File: src/rtl/alu_arb_pkg.sv
// alu_arb_pkg
// Shared types and helpers for the ALU arbiter slice.
//   DEF_OP_WIDTH / DEF_DATA_WIDTH : default opcode and operand widths
//   MAX_REQ                       : largest supported requester count
//   alu_op_t                      : opcode type at the default width
//   req_idx_t                     : requester index, wide enough for MAX_REQ
//   rr_pick()                     : round-robin pick from a valid vector
package alu_arb_pkg;

  localparam int DEF_OP_WIDTH   = 4;
  localparam int DEF_DATA_WIDTH = 8;
  localparam int MAX_REQ        = 8;

  typedef logic [DEF_OP_WIDTH-1:0]     alu_op_t;
  typedef logic [$clog2(MAX_REQ)-1:0]  req_idx_t;

  typedef struct packed {
    logic     valid;
    req_idx_t idx;
  } rr_pick_t;

  // Returns the first set bit of vld at or above ptr, wrapping around
  // modulo n_req. Bits at or above n_req are ignored.
  function automatic rr_pick_t rr_pick(input logic [MAX_REQ-1:0] vld,
                                       input req_idx_t ptr,
                                       input int n_req);
    rr_pick_t res;
    int       j;
    res.valid = 1'b0;
    res.idx   = '0;
    for (int k = 0; k < MAX_REQ; k++) begin
      j = (int'(ptr) + k) % n_req;
      if (k < n_req && !res.valid && vld[j[2:0]]) begin
        res.valid = 1'b1;
        res.idx   = req_idx_t'(j);
      end
    end
    return res;
  endfunction

endpackage

File: src/rtl/alu_tag_fifo.sv
// alu_tag_fifo
// In-order FIFO of requester tags, one per operation in flight in the ALU.
//   i_clk, i_rst    : clock, synchronous active-high reset
//   i_push, i_tag   : push a requester index
//   i_pop           : pop the head (ignored when empty)
//   o_head          : tag at the head of the FIFO
//   o_count         : number of stored tags (0..DEPTH)
//   o_empty, o_full : occupancy flags
module alu_tag_fifo
  import alu_arb_pkg::*;
#(
  parameter int DEPTH = 4
) (
  input  logic                     i_clk,
  input  logic                     i_rst,
  input  logic                     i_push,
  input  req_idx_t                 i_tag,
  input  logic                     i_pop,
  output req_idx_t                 o_head,
  output logic [$clog2(DEPTH):0]   o_count,
  output logic                     o_empty,
  output logic                     o_full
);

  localparam int PW = $clog2(DEPTH);
  localparam logic [PW:0] FULL_COUNT = (PW+1)'(DEPTH);

  req_idx_t        r_mem [DEPTH];
  logic [PW-1:0]   r_wr_ptr;
  logic [PW-1:0]   r_rd_ptr;
  logic [PW:0]     r_count;
  logic            w_do_push;
  logic            w_do_pop;

  assign o_empty = (r_count == '0);
  assign o_full  = (r_count == FULL_COUNT);
  assign o_count = r_count;
  assign o_head  = r_mem[r_rd_ptr];

  // A pop frees a slot in the same cycle, so a push into a full FIFO is
  // accepted only when paired with a pop.
  assign w_do_pop  = i_pop && !o_empty;
  assign w_do_push = i_push && (!o_full || w_do_pop);

  // Tag storage needs no reset; entries are only read once pushed.
  always_ff @(posedge i_clk) begin
    if (w_do_push) begin
      r_mem[r_wr_ptr] <= i_tag;
    end
  end

  // Pointers wrap naturally because DEPTH is a power of two.
  always_ff @(posedge i_clk) begin
    if (i_rst) begin
      r_wr_ptr <= '0;
      r_rd_ptr <= '0;
      r_count  <= '0;
    end else begin
      if (w_do_push) r_wr_ptr <= r_wr_ptr + 1'b1;
      if (w_do_pop)  r_rd_ptr <= r_rd_ptr + 1'b1;
      case ({w_do_push, w_do_pop})
        2'b10:   r_count <= r_count + 1'b1;
        2'b01:   r_count <= r_count - 1'b1;
        default: r_count <= r_count;
      endcase
    end
  end

endmodule

File: src/rtl/alu_arbiter.sv
// alu_arbiter
// Shares one ALU among N_REQ requesters with round-robin issue and routes
// each in-order ALU result back to the requester that issued it.
//   i_clk, i_rst              : clock, synchronous active-high reset
//   i_req_vld / o_req_rdy     : per-requester request handshake
//   i_req_op / i_req_a / i_req_b : packed per-requester fields, requester 0 in LSBs
//   o_alu_act, o_alu_op/a/b   : issued operation (fields zero when idle)
//   i_alu_rdy                 : ALU can take an operation this cycle
//   i_ex_alu, i_ex_alu_vld    : ALU result, returned in issue order
//   o_res_vld, o_res_data     : one-hot result strobe and shared result bus
//   o_outstanding             : operations in flight
//   o_err                     : sticky error, result seen with nothing in flight
module alu_arbiter
  import alu_arb_pkg::*;
#(
  parameter int N_REQ      = 4,
  parameter int DATA_WIDTH = DEF_DATA_WIDTH,
  parameter int OP_WIDTH   = DEF_OP_WIDTH,
  parameter int MAX_OUT    = 4
) (
  input  logic                          i_clk,
  input  logic                          i_rst,
  input  logic [N_REQ-1:0]              i_req_vld,
  output logic [N_REQ-1:0]              o_req_rdy,
  input  logic [N_REQ*OP_WIDTH-1:0]     i_req_op,
  input  logic [N_REQ*DATA_WIDTH-1:0]   i_req_a,
  input  logic [N_REQ*DATA_WIDTH-1:0]   i_req_b,
  output logic                          o_alu_act,
  output logic [OP_WIDTH-1:0]           o_alu_op,
  output logic [DATA_WIDTH-1:0]         o_alu_a,
  output logic [DATA_WIDTH-1:0]         o_alu_b,
  input  logic                          i_alu_rdy,
  input  logic [DATA_WIDTH-1:0]         i_ex_alu,
  input  logic                          i_ex_alu_vld,
  output logic [N_REQ-1:0]              o_res_vld,
  output logic [DATA_WIDTH-1:0]         o_res_data,
  output logic [$clog2(MAX_OUT):0]      o_outstanding,
  output logic                          o_err
);

  logic [MAX_REQ-1:0]     w_vld_ext;
  rr_pick_t               w_pick;
  logic                   w_issue;
  logic                   w_pop;
  logic                   w_empty;
  logic                   w_full;
  req_idx_t               w_head;
  logic [N_REQ-1:0]       w_head_onehot;
  req_idx_t               r_ptr;
  logic [N_REQ-1:0]       r_res_vld;
  logic [DATA_WIDTH-1:0]  r_res_data;
  logic                   r_err;

  // Widen the valid vector to the package's fixed search width.
  always_comb begin
    w_vld_ext              = '0;
    w_vld_ext[N_REQ-1:0]   = i_req_vld;
  end

  assign w_pick = rr_pick(w_vld_ext, r_ptr, N_REQ);

  // Fullness is judged on the current count only, so a completion in the
  // same cycle cannot open a slot combinationally.
  assign w_issue = i_alu_rdy && !w_full && w_pick.valid;

  // A result with nothing in flight is an error and is not popped.
  assign w_pop = i_ex_alu_vld && !w_empty;

  // Grant decode and operand mux; everything is zero while idle.
  always_comb begin
    o_req_rdy = '0;
    o_alu_act = w_issue;
    o_alu_op  = '0;
    o_alu_a   = '0;
    o_alu_b   = '0;
    for (int i = 0; i < N_REQ; i++) begin
      if (w_issue && w_pick.idx == req_idx_t'(i)) begin
        o_req_rdy[i] = 1'b1;
        o_alu_op     = i_req_op[i*OP_WIDTH +: OP_WIDTH];
        o_alu_a      = i_req_a[i*DATA_WIDTH +: DATA_WIDTH];
        o_alu_b      = i_req_b[i*DATA_WIDTH +: DATA_WIDTH];
      end
    end
  end

  always_comb begin
    w_head_onehot = '0;
    for (int i = 0; i < N_REQ; i++) begin
      w_head_onehot[i] = (w_head == req_idx_t'(i));
    end
  end

  alu_tag_fifo #(
    .DEPTH (MAX_OUT)
  ) u_tag_fifo (
    .i_clk   (i_clk),
    .i_rst   (i_rst),
    .i_push  (w_issue),
    .i_tag   (w_pick.idx),
    .i_pop   (w_pop),
    .o_head  (w_head),
    .o_count (o_outstanding),
    .o_empty (w_empty),
    .o_full  (w_full)
  );

  // The round-robin pointer moves just past the winner, so the winner has
  // lowest priority on the next arbitration.
  always_ff @(posedge i_clk) begin
    if (i_rst) begin
      r_ptr <= '0;
    end else if (w_issue) begin
      if (w_pick.idx == req_idx_t'(N_REQ-1)) r_ptr <= '0;
      else                                   r_ptr <= w_pick.idx + req_idx_t'(1);
    end
  end

  // Result strobe lasts one cycle; the data bus keeps its last value.
  always_ff @(posedge i_clk) begin
    if (i_rst) begin
      r_res_vld  <= '0;
      r_res_data <= '0;
      r_err      <= 1'b0;
    end else begin
      r_res_vld <= w_pop ? w_head_onehot : '0;
      if (w_pop) r_res_data <= i_ex_alu;
      if (i_ex_alu_vld && w_empty) r_err <= 1'b1;
    end
  end

  assign o_res_vld  = r_res_vld;
  assign o_res_data = r_res_data;
  assign o_err      = r_err;

endmodule

File: config.mk
export PLATFORM = sky130hd
export DESIGN_NAME = alu_arbiter
export DESIGN_NICKNAME = d
export VERILOG_FILES = /design/src/rtl/alu_arb_pkg.sv /design/src/rtl/alu_tag_fifo.sv /design/src/rtl/alu_arbiter.sv
export SDC_FILE = /design/constraint.sdc
export NUM_CORES = 1
export LEC_CHECK = 0
export ABC_AREA = 1
export BUFFER_PORTS_ARGS = -buffer_cell sky130_fd_sc_hd__clkbuf_2
export CAP_MARGIN = 5
export CELL_PAD_IN_SITES_DETAIL_PLACEMENT = 0
export CELL_PAD_IN_SITES_GLOBAL_PLACEMENT = 1
export CORE_AREA = 4 4 98 100
export DETAILED_ROUTE_END_ITERATION = 7
export DIE_AREA = 0 0 102 104
export PLACE_DENSITY = 0.89
export REMOVE_ABC_BUFFERS = 1
export SYNTH_ARGS = -nofsm -noshare
export SYNTH_HDL_FRONTEND = slang
export SYNTH_SLANG_ARGS = --single-unit
export TNS_END_PERCENT = 20
File: constraint.sdc
create_clock -name i_clk -period 6.1 [get_ports i_clk]
set_clock_uncertainty 0.1 [all_clocks]
set_input_delay 1.22 -clock i_clk [delete_from_list [all_inputs] [get_ports i_clk]]
set_output_delay 1.22 -clock i_clk [all_outputs]
set_load 0.02 [all_outputs]
# After elaboration in Yosys (flattened, before gate mapping)
# Memories as Yosys holds them, arrays and structs flattened. A register that Yosys moved wholly into a read port is not among the register bits.
# Cells that the tools add are included.
# Widths: inputs -> output; s select.
[word_totals]
ff_bits = 22
ram_bits = 12
input_bits = 96
output_inout_bits = 41
word_cells = 94
memories = 1
[op_classes]
n_addsub = 8
n_lt_le_gt_ge = 4
eq_ne = 9
mux = 34
bitwise_logic = 4
n_reduce_logical = 27
[mem_list]
columns = ["memory", "depth", "word_bits", "rd", "rd_clocked_by_memory_dff", "wr", "line", "rtl"]
rows = [
  ["u_tag_fifo.r_mem", 4, 3, 1, 1, 1, "alu_tag_fifo.sv:28", "req_idx_t r_mem [DEPTH];"],
]
[op_table]
columns = ["op", "count"]
rows = [
  ["$mux 8", 8],
  ["$mux 4", 8],
  ["$logic_and 1x1->1", 13],
  ["$eq 3x2->1 const B", 4],
  ["$lt 3x4->1 const B", 3],
  ["$mux 1", 10],
  ["$bmux 1 s3", 3],
  ["$logic_not 3->1", 3],
  ["$add 2x1->2 const B", 4],
  ["$reduce_or 2->1", 4],
  ["$eq 3x1->1 const B", 2],
  ["$mux 2", 3],
  ["$pmux 3 s2", 1],
  ["$logic_not 1->1", 5],
  ["$add 2x2->2 const B", 2],
  ["$lt 2x4->1 const B", 1],
  ["$add 3x1->3 const B", 1],
  ["$and 1x1->1 const A", 3],
  ["$eq 3x3->1 const B", 1],
  ["$sub 3x1->3 const B", 1],
  ["$bmux 1 s2", 1],
  ["$eq 2x1->1 const B", 1],
  ["$eq 2x2->1 const B", 1],
  ["$reduce_bool 2->1", 1],
  ["2 further kinds", 2],
]

# Depth between registers and ports, before layout
# Gate-level depths: netlist (run 1).
[depth]
depth_word = 19
depth_mapped = 22
depth_no_buf = 19

# Modules after synthesis
# A second synthesis (run 1) with hierarchy kept.
[unflattened]
hier_cells = 497
area_unflattened_um2 = 3002.9
[modules_own_cells]
columns = ["module", "n_inst", "cells_per_inst", "area_per_inst_um2"]
rows = [
  ["alu_arbiter", 1, 394, 2043.2],
  ["alu_tag_fifo", 1, 103, 959.7],
]

# Worst setup path after synthesis (run 1)
# OpenSTA, ideal clock, no wires.
[synth_timing]
path_type = "in2out"
startpoint = "input i_req_vld[3]"
endpoint = "output o_alu_op[3]"
arrival_time_ns = 3.132
required_time_ns = 4.780
slack_ns = 1.648
cell_stages = 15
path_cell_list = "inv_1 -> nand2_1 -> nand3_2 -> nand2_1 -> nor2_4 -> nand2_1 -> or2_0 -> o21ai_1 -> ha_1 -> clkbuf_1 -> clkbuf_1 -> nand4_1 -> nand3_1 -> nand2_1 -> nand2_1"
[synth_between]
elab_chain_cells = 18
elab_cells_between_ends = 31
cone_classes = "eq/ne: 3; mux: 16; reduce/logical: 12"
[synth_lines]
columns = ["item", "line", "rtl"]
rows = [
  ["start, declared", "alu_arbiter.sv:23", "input logic [N_REQ-1:0] i_req_vld,"],
  ["$bmux 1 s2", "alu_arb_pkg.sv:33", "if (k < n_req && !res.valid && vld[j[2:0]]) begin"],
  ["$mux 1 (implied by the code)", "alu_arb_pkg.sv:33", ""],
  ["$mux 4", "alu_arb_pkg.sv:33", ""],
  ["$logic_not 1->1", "alu_arb_pkg.sv:33", ""],
  ["$logic_and 1x1->1", "alu_arb_pkg.sv:33", ""],
  ["$mux 4", "alu_arb_pkg.sv:33", ""],
  ["$logic_not 1->1", "alu_arb_pkg.sv:33", ""],
  ["$logic_and 1x1->1", "alu_arb_pkg.sv:33", ""],
  ["$mux 4", "alu_arb_pkg.sv:33", ""],
  ["$logic_not 1->1", "alu_arb_pkg.sv:33", ""],
  ["$logic_and 1x1->1", "alu_arb_pkg.sv:33", ""],
  ["$mux 4 *", "alu_arb_pkg.sv:33", ""],
  ["$logic_not 3->1 / $logic_and 1x1->1 (equally long branches)", "alu_arbiter.sv:77, alu_arbiter.sv:64", ""],
  ["$logic_and 1x1->1", "alu_arbiter.sv:77", "if (w_issue && w_pick.idx == req_idx_t'(i)) begin"],
  ["$mux 4 (3 in series)", "alu_arbiter.sv:77", ""],
  ["$mux 4 *", "alu_arbiter.sv:77", ""],
  ["end, declared", "alu_arbiter.sv:29", "output logic [OP_WIDTH-1:0] o_alu_op,"],
]
# Mark *: on every way between the ends. The rest lies on a longest branch, timed or not. The select of a mux whose other input is x is not followed.

# Final worst setup path (run 1)
[layout_timing]
startpoint = "input i_req_vld[3]"
endpoint = "output o_alu_b[0]"
[layout_between]
elab_chain_cells = 18
elab_cells_between_ends = 31
cone_classes = "eq/ne: 3; mux: 16; reduce/logical: 12"
[layout_lines]
columns = ["item", "line", "rtl"]
rows = [
  ["$bmux 1 s2", "alu_arb_pkg.sv:33", ""],
  ["$mux 1 (implied by the code)", "alu_arb_pkg.sv:33", ""],
  ["$mux 4", "alu_arb_pkg.sv:33", ""],
  ["$logic_not 1->1", "alu_arb_pkg.sv:33", ""],
  ["$logic_and 1x1->1", "alu_arb_pkg.sv:33", ""],
  ["$mux 4", "alu_arb_pkg.sv:33", ""],
  ["$logic_not 1->1", "alu_arb_pkg.sv:33", ""],
  ["$logic_and 1x1->1", "alu_arb_pkg.sv:33", ""],
  ["$mux 4", "alu_arb_pkg.sv:33", ""],
  ["$logic_not 1->1", "alu_arb_pkg.sv:33", ""],
  ["$logic_and 1x1->1", "alu_arb_pkg.sv:33", ""],
  ["$mux 4 *", "alu_arb_pkg.sv:33", ""],
  ["via u_tag_fifo.i_tag[1]", "alu_tag_fifo.sv:17", "input req_idx_t i_tag,"],
  ["$logic_not 3->1", "alu_arbiter.sv:77", ""],
  ["$logic_and 1x1->1", "alu_arbiter.sv:77", ""],
  ["$mux 8 (3 in series)", "alu_arbiter.sv:77", ""],
  ["$mux 8 *", "alu_arbiter.sv:77", ""],
  ["end, declared", "alu_arbiter.sv:31", "output logic [DATA_WIDTH-1:0] o_alu_b,"],
]
# Mark *: on every way through the listed nets, which the timed path passes. The rest lies on a longest branch. The select of a mux whose other input is x is not followed.

==> metrics.txt, run 1 <==
status=completed; initial antenna violation count=0; critical path fanouts, max=21; I/O pin count=between 100 and 150; Pre-antenna DRT Iters=4; crit-path cells=clkbuf_2 -> inv_1 -> nand2_1 -> nand3_2 -> nand2_1 -> nor2_4 -> nand2_1 -> or2_0 -> nand3_1 -> o21ai_1 -> inv_1 -> ha_1 -> buf_4 -> nand3_2 -> nand3_1 -> nand2_1 -> nand2_1 -> clkbuf_2; maximum clock rate=195 MHz; Critical Path RT=4780 ps; Largest stage delay, worst path=about 410 ps; Final Max Tran Viols=0; Routed WL=between 8 and 9 mm; Starting DRT DRC Count=between 100 and 150; Pleak=between 2 and 2.5 nW; Longest Clk Path Bufs=2; drt drc=0; buffers inserted by post-CTS timing repair=0; Post-Synthesis Cells=466; Setup crit end kind=primary output; Cell Rows=34; count leader, synth=nand2_1; Slew @ Worst Pin=slightly below 900 ps; CTS tree=done; clk_lat worst skew=between 200 and 300 ps; met1 usage=0.177; n_diodes=0; HP Class=flop to flop; layout cells sized above 1=0.314; core box area=between 8000 and 9000 sq um; first-pass GRT wire length=~13 mm; CP arrival=between 3000 and 4000 ps; top_reg_cell synth=dfxtp_1; Initial Util=0.323; die height=approximately 100 microns; GRT overflow=0; most frequent cells after synthesis=nand2_1, inv_1, nand4_1; crit path max-delay cell type=nand3_2; sequential element share of the synthesized area=0.257; Cell Area, Synth=2800 sq um; CTS resizes=0; maximum number of pins on one net before global-route repair=64; Post-synth EDFFs=8; RD Place Congestion=0.809; Setup TNS=0 ps; GR Util met3=0.0309; PwrDens=601 nW/um^2; hpwl dp=6.24 mm; area delta synth->final=28.4%; grt met2 use=0.266; Fillers=945; synth top area cells=dfxtp_1, nand2_1, nand4_1; Finish-stage setup viols=0; H-tree depth=2; Worst Setup Path Type=input port to primary output; busiest grt layer=met2; PnR Total Power=roughly 2.2 mW; synth unique cells=28; post-synth top area cell=dfxtp_1; CP Launch Type=input port; CTS Root Cell=clkbuf_8; wire per inst=between 10 and 15 microns; RSZ-0062 raised after global routing=no; endpoints failing hold=0; VDD IR max=364 uV; DR vias=3242; Synth top area share=0.172; yosys warns=0; Die Wd=between 100 and 150 microns; die area=around 11000 sq um; fraction of registers with async set/reset=0; Seq cells post-synth=32; Final Cycle Share=0.841; clock buffer count from CTS=5; clock-pin slew on the worst setup and hold paths=around 60 ps; # clock sinks=32; Via density=between 4 and 5; max-cap viol count=0; final worst path period need=a little over 5000 ps; nets=688; all-layer global routing usage=0.149; vias in the first global route=3140; most numerous cell on the critical path=nand2_1; CTS Hold Bufs=0; Final ANT Viol Nets=0; Syn Area/Cell=approximately 6.0 sq um; Rel. slew slack=0.422; IO Port Bufs=roughly 140
==> worst max-delay path: cells and delay by family <==
family,cells,cell delay (ps)
adder cells (fa/ha/maj),1,170
AO/OA/AOI/OAI,1,110
AND/OR/NAND/NOR,11,1610
buffers and inverters,5,680
==> metrics by stage <==
| stage | util | cells | setup slack (ps) | hold slack [ps] | area [sq um] |
|---|---|---|---|---|---|
| final | 0.414 | 691 | 970 | 352 | 3600 |
| after global routing | 0.414 | 691 | 594 | 382 | 3600 |
| after CTS | 0.414 | 691 | 898 | 355 | 3600 |
| after detailed placement | 0.405 | 683 | 905 | 346 | 3520 |
| after global placement | 0.405 | 683 | 1020 | 344 | 3520 |
| after floorplan | - | 435 | 1180 | 336 | 2660 |
==> final cells by class <==
type / count / area [sq um] / area share
clock buffers: 7 / 76.3 / 0.0212
clock inverters: 1 / 3.75 / 0.00104
inverters: 93 / 352 / 0.0978
multi-input cells: 310 / 1590 / 0.441
flip-flops and latches: 32 / 721 / 0.200
well taps: 108 / 135 / 0.0376
repair buffers: 140 / 723 / 0.201
==> report_power, final <==
| group | switching [mW] | total, mW | internal (mW) | leakage, nW |
|---|---|---|---|---|
| registers | 0.0436 | 0.343 | 0.300 | 0.271 |
| logic | 1.14 | 1.67 | 0.530 | 1.80 |
| clock network | 0.0686 | 0.148 | 0.0792 | 0.0399 |
| total | 1.25 | 2.16 | 0.909 | 2.11 |
==> state kept, by name, indices dropped and copies added, names as in the netlist, named ones only <==
signal,cells
r_ptr,2
u_tag_fifo.o_count,3
o_res_vld,4
u_tag_fifo.r_mem,8
o_err,1
u_tag_fifo.r_wr_ptr,2
o_res_data,8
u_tag_fifo.r_rd_ptr,2
==> layer usage <==
layer | up-vias | part of all wire
li1 | 1720 | -
met1 | 1407 | 0.43
met2 | 103 | 0.50
met3 | 12 | 0.061
met4 | 0 | 0.014
met5 | - | 0
==> cells in the final DEF, fill, tap and decap left out <==
cell type	synthesis	final
nor2_4	1	1
clkbuf_8	0	5
fa_1	1	1
o21a_1	1	1
nand3_4	1	1
nand2_2	3	3
and2_4	1	1
o31ai_2	1	1
clkbuf_2	0	136
a31oi_4	1	1
inv_1	67	67
nand3_1	24	24
buf_12	0	1
or2_0	1	1
buf_4	4	3
a21oi_1	14	14
nand4_1	62	62
o21ai_1	2	2
a32oi_1	2	2
nand3_2	4	4
edfxtp_1	8	8
clkbuf_1	16	2
inv_4	1	1
nor2_1	49	49
clkinv_1	0	1
dfxtp_1	24	24
o21ai_0	16	16
ha_1	9	9
nand2_1	117	117
inv_2	25	25
==> logic make-up (layout without fill, tap and decap cells) <==
logic type                 after synthesis  in the layout  synth area share
AOI/OAI and AO/OA                       37             37            0.0782
and+or+nand+nor                        263            263             0.440
adders and majority gates               10             10            0.0473
DFF                                     32             32             0.257
buffers and inverters                  124            241             0.177
==> final timing paths <==
path	startpoint	end	slack (ps)	depth (start not counted)
max	i_req_vld[3]	o_alu_b[0]	970	18
min	o_err$_SDFFE_PP0P_	o_err$_SDFFE_PP0P_	350	2
max reg2reg	r_ptr[0]$_SDFFE_PP0P_	u_tag_fifo.o_count[2]$_SDFFE_PP0P_	3050	16
min reg2reg	o_err$_SDFFE_PP0P_	o_err$_SDFFE_PP0P_	350	2
Power figures use the tool's default switching activity.
==> run 2: changes to the inputs <==
- ABC_AREA: 1 -> 0
- CORE_AREA: 4 4 98 100 -> 4 4 96 98
- DIE_AREA: 0 0 102 104 -> 0 0 100 102
- PLACE_DENSITY: 0.89 -> 0.81
- clock period: 6.1 -> 4.2 ns (I/O delays scaled with it)
==> run 2 against run 1 <==
Compared with the run above:
- combinational power fell by 55%
- utilization fell by 5.9 points
- flip-flop and latch count did not move
- global-route usage fell by 2.3 points
- non-clock buffer count rose by 1
- largest power group unchanged
==> metrics.txt, run 2 <==
status=completed; n_diodes=0; Setup TNS=0 ps; # clock sinks=32; HP Class=flop to flop; GRT overflow=0; Post-Synth XOR/XNOR Area=0.0239; Initial Util=0.254; drt drc=0; die area=between 10000 and 15000 sq um; Routed WL=6.63 mm; Cell Area, Synth=approximately 2100 sq um; top_reg_cell synth=dfxtp_1; Longest Clk Path Bufs=2; fraction of registers with async set/reset=0; CTS Hold Bufs=0; dpl cell area=approximately 3000 sq um; Finish-stage setup viols=0; core box area=about 8500 sq um; I/O pin count=137; maximum number of pins on one net before global-route repair=42; vias in the first global route=between 2k and 2.5k; sequential element share of the synthesized area=0.336; CTS tree=done; Final Cycle Share=0.914; Critical Path RT=about 3300 ps; Design Area, Final=between 3000 and 4000 sq um; CTS resizes=0; VDD IR max=~120 uV; critical path fanouts, max=21; CTS Root Cell=clkbuf_8; Post-Synthesis Cells=295; clk_lat worst skew=280 ps; Setup crit end kind=primary output; IO Port Bufs=around 140; wire per inst=between 10 and 15 microns; most frequent cells in the layout=clkbuf_2, a21oi_1, nand2_1; synth unique cells=35; multi-input combinational cell area=between 1000 and 1500 sq um; post-synth top area cell=dfxtp_1; Rel. slew slack=0.484; synth top area cells=dfxtp_1, a21oi_1, edfxtp_1; DR vias=2473; Syn Area/Cell=approximately 7.3 sq um; most common cell after layout, fill and taps aside=clkbuf_2; endpoints failing hold=0; area delta synth->final=40.2%; Pre-antenna DRT Iters=4; main combinational cell family by area after synthesis=compound AO/OA/AOI/OAI gates; Worst Setup Path Type=input port to primary output; Post-synth EDFFs=8; nets=526; first-pass GRT wire length=between 10 and 15 mm; RD Place Congestion=roughly 0.83; all-layer global routing usage=0.126; PwrDens=472 nW/um^2; CP arrival=about 2900 ps; Die Wd=100 microns; post-synthesis adder-cell area fraction=0.0618; initial antenna violation count=0; final worst path period need=about 3800 ps; Synth top area share=0.224; Final Max Tran Viols=0; Seq cells post-synth=32; clock buffer count from CTS=5; CP Launch Type=input port; Fillers=just over 900; Final ANT Viol Nets=0; Synth Area in Compound Gates=0.265; yosys warns=0; count leader, synth=a21oi_1; most frequent cells after synthesis=a21oi_1, nand2_1, nor2_1; Starting DRT DRC Count=69; maximum clock rate=260 MHz; RSZ-0062 raised after global routing=no; Slew @ Worst Pin=between 700 and 800 ps; H-tree depth=2; Reg area=721 sq um; die height=around 100 microns; multiplexer share of the synthesized area=0.0303; Via density=4.67; buffers inserted by post-CTS timing repair=0; hpwl dp=~5.2 mm; max-cap viol count=0; Pleak=around 1.5 nW; Cell Rows=34; clock-pin slew on the worst setup and hold paths=70 ps; Synth Area in Simple Gates=0.183; layout cells sized above 1=0.366
-- run 2: cell types whose count changed in the layout (fill, tap and decap cells not counted), moves of 5 or more --
cell	before	now
nor2_1	49	33
nand2_1	117	38
inv_2	25	1
nand4_1	62	0
a22oi_1	0	20
nand3_1	24	0
and2_1	0	8
a21oi_1	14	52
inv_1	67	31
o21ai_0	16	21
-- run 2: through the flow --
stage / hold WS (ps) / cells / setup WS, ps / power, mW / util
CTS: 358 / 529 / 303 / 1.44 / 0.355
detailed placement: 347 / 521 / 311 / 1.20 / 0.345
floorplan: 385 / 272 / 290 / 0.941 / -
global placement: 342 / 521 / 360 / 1.19 / 0.345
finish: 355 / 529 / 360 / 1.42 / 0.355
global route: 379 / 529 / 62.6 / 1.55 / 0.355
-- run 2: layer usage --
metal,GRT usage,part of all wire,vias up
li1,-,-,1243
met2,0.240,0.49,114
met3,0.0280,0.089,6
met5,0,0,-
met4,0.0301,0.0086,0
met1,0.141,0.41,1110
-- run 2: layout make-up --
class                           count  area share
Clock buffer                        5      0.0229
Tap cell                          108      0.0449
Inverter                           32      0.0399
Multi-Input combinational cell    208       0.402
Timing Repair Buffer              141       0.243
Sequential cell                    32       0.240
Clock inverter                      3     0.00790
-- run 2: cell families after synthesis --
logic type      Yosys count
compound gates          100
simple gates             89
buf+inv                  55
flops                    32
fa+ha+maj                10
xor+xnor                  5
mux                       4
-- run 2: final timing paths --
check / start / end / slack, ps / cells past startpoint
worst max-delay path: i_req_vld[0] / o_alu_b[1] / 360 / 11
worst min-delay path: o_res_data[1]$_SDFFE_PP0P_ / o_res_data[1]$_SDFFE_PP0P_ / 350 / 2
worst max register to register: u_tag_fifo.o_count[0]$_SDFFE_PP0P_ / u_tag_fifo.o_count[2]$_SDFFE_PP0P_ / 1690 / 9
worst min register to register: o_res_data[1]$_SDFFE_PP0P_ / o_res_data[1]$_SDFFE_PP0P_ / 350 / 2
-- run 2: worst max-delay path: stages --
cell      delay, ps
clkbuf_2        110
nand2b_1         70
nor2b_1         130
o22a_1          270
inv_1           110
ha_1            660
nand2_1         100
o21ai_0         190
a22oi_1          90
nor2_1          120
clkbuf_2        190
-- run 2: power by group --
group | switching [mW] | internal (mW)
registers | 0.0477 | 0.384
clock network | 0.119 | 0.117
logic | 0.462 | 0.289
==> run 3: changes to the inputs <==
==> constraint.sdc (replaced) <==
create_clock -name i_clk -period 4.2 [get_ports i_clk]
set_clock_uncertainty 0.1 [all_clocks]
set_input_delay 1.26 -clock i_clk [delete_from_list [all_inputs] [get_ports i_clk]]
set_output_delay 1.26 -clock i_clk [all_outputs]
set_load 0.02 [all_outputs]
==> run 3 against run 2 <==
Compared with the run above:
- the run now ends with negative setup slack left
- global-route usage up 1.9 points
- first-iteration DRC count up 20%
- design area up 20%
- count of clock-buffer cells in the layout unchanged
- setup slack worse by 440 ps
- combinational power up 37%
- die area unchanged
- final cell count up 4.2%
- power up 20%
- sequential share of layout area down 4.0 points
- critical path type unchanged
- via count up 7.1%
- wire length up 16%
==> metrics.txt, run 3 (synthesized netlist as in run 2, its figures left out) <==
status=finished, violations left; hpwl dp=approximately 5.4 mm; first-pass GRT wire length=~12 mm; most common cell after layout, fill and taps aside=clkbuf_2; critical path fanouts, max=7; Pleak=between 1.5 and 2 nW; core box area=8470 sq um; setup ws final=-84.3 ps; maximum clock rate=about 230 MHz; Final Max Tran Viols=0; vias in the first global route=approximately 2.5k; maximum number of pins on one net before global-route repair=24; endpoints failing hold=0; most numerous cell on the critical path=buf_4; VDD IR max=141 uV; Final Cycle Share=1.02; RSZ-0062 raised after global routing=yes; wire per inst=~14 microns; Critical Path RT=around 2800 ps; H-tree depth=2; Starting DRT DRC Count=83; Routed WL=between 7 and 8 mm; Cell Rows=34; crit-path cells=buf_8 -> inv_2 -> o22ai_2 -> a211oi_2 -> buf_4 -> ha_4 -> clkbuf_16 -> a21oi_2 -> o21ai_1 -> a22oi_2 -> nor2_1 -> buf_4; Finish-stage setup viols=20; max-cap viol count=0; clock-pin slew on the worst setup and hold paths=70 ps; nets=between 500 and 600; Final ANT Viol Nets=0; DP Cell Count=531; die height=between 100 and 150 microns; drt drc=0; all-layer global routing usage=0.145; Worst Hold Slack=357 ps; Via density=between 4 and 5; CTS Hold Bufs=0; GRT overflow=0; initial antenna violation count=0; Largest stage delay, worst path=approximately 310 ps; Slew @ Worst Pin=just under 500 ps; CTS tree=done; crit path max-delay cell type=a211oi_2; # clock sinks=32; Longest Clk Path Bufs=2; area delta synth->final=68.5%; final worst path period need=approximately 4300 ps; Rel. slew slack=0.669; Worst Setup Path Type=input port to primary output; HP Class=flop to flop; n_diodes=0; IO Port Bufs=about 140; PwrDens=471 nW/um^2; RD Place Congestion=~0.77; Setup crit end kind=primary output; Pre-antenna DRT Iters=4; CP Launch Type=input port; DR vias=approximately 2.6k; clock buffer count from CTS=5; most frequent cells in the layout=clkbuf_2, nand2_1, a21oi_1; I/O pin count=about 140; layout cells sized above 1=0.479; clk_lat worst skew=290 ps; Die Wd=100 microns; Initial Util=0.254; die area=about 10000 sq um; CP arrival=slightly below 3000 ps; failing checks=negative setup slack; CTS Root Cell=clkbuf_8; CP delay by family, top=buffers and inverters; Finished Layout Cells=551; crit path buf inv count=5
[run 3: changes by cell type in the layout (fill, tap and decap cells not counted), moves of 6 or more]
cell | previous run | this run
a21oi_1 | 52 | 36
a22oi_1 | 20 | 14
clkbuf_2 | 136 | 113
a21oi_2 | 0 | 15
buf_6 | 0 | 6
o21ai_0 | 21 | 4
buf_4 | 4 | 29
a22oi_2 | 0 | 6
o21ai_1 | 0 | 17
[run 3: worst register-to-register path, delay by kind of cell (launching register included)]
kind                       cells  cell delay, ps
and+or+nand+nor                4             820
xor gates and xnor gates       1             150
buffers and inverters          2             250
AOI/OAI and AO/OA              1             140
adders and majority gates      2             570
DFF                            1             360
[run 3: path summary, 6_finish.rpt]
kind	start	to	slack, ps	depth (start not counted)
worst max-delay path	i_req_vld[0]	o_alu_b[6]	-80	12
worst max register to register	u_tag_fifo.o_count[0]$_SDFFE_PP0P_	u_tag_fifo.o_count[2]$_SDFFE_PP0P_	1740	10
worst min register to register	o_res_data[4]$_SDFFE_PP0P_	o_res_data[4]$_SDFFE_PP0P_	360	2
worst min-delay path	o_res_data[4]$_SDFFE_PP0P_	o_res_data[4]$_SDFFE_PP0P_	360	2
[run 3: final cells by class]
cell class	count	area, sq um
sequential	32	721
inverter	32	120
fill	835	4850
timing repair buffer	163	1160
tap	108	135
clock inverter	3	23.8
multi-input combinational	208	1390
clock buffer	5	68.8
[run 3: stage by stage]
stage,setup WS [ps],TNS (ps),utilization,cell area [sq um],total power [mW]
final,-84.3,-1030,0.427,3620,1.70
after global routing,-201,-3530,0.427,3620,1.83
after CTS,-79.6,-1180,0.410,3470,1.65
after detailed placement,-227,-3940,0.359,3040,1.25
after global placement,-206,-3340,0.359,3040,1.24
after floorplan,-550,-11680,-,2050,0.941
[run 3: timing repair]
action                                  in CTS  in global routing
gates resized for setup                     66                 51
pin swaps                                   11                 20
cloned                                       4                  2
endpoints found under the setup margin      20                 20
setup buffers                                4                  2
[run 3: where the power goes]
part	leakage, nW	total, mW	internal (mW)	switching (mW)
Combinational	1.42	1.03	0.485	0.547
Clock	0.0404	0.240	0.117	0.123
Sequential	0.271	0.432	0.384	0.0478
Total	1.73	1.70	0.986	0.717
[run 3: metal layers]
metal	track usage	share of wire	vias to the layer above
met5	0	0	-
met3	0.0348	0.096	10
li1	-	-	1293
met2	0.251	0.48	141
met1	0.180	0.41	1205
met4	0.0394	0.017	0
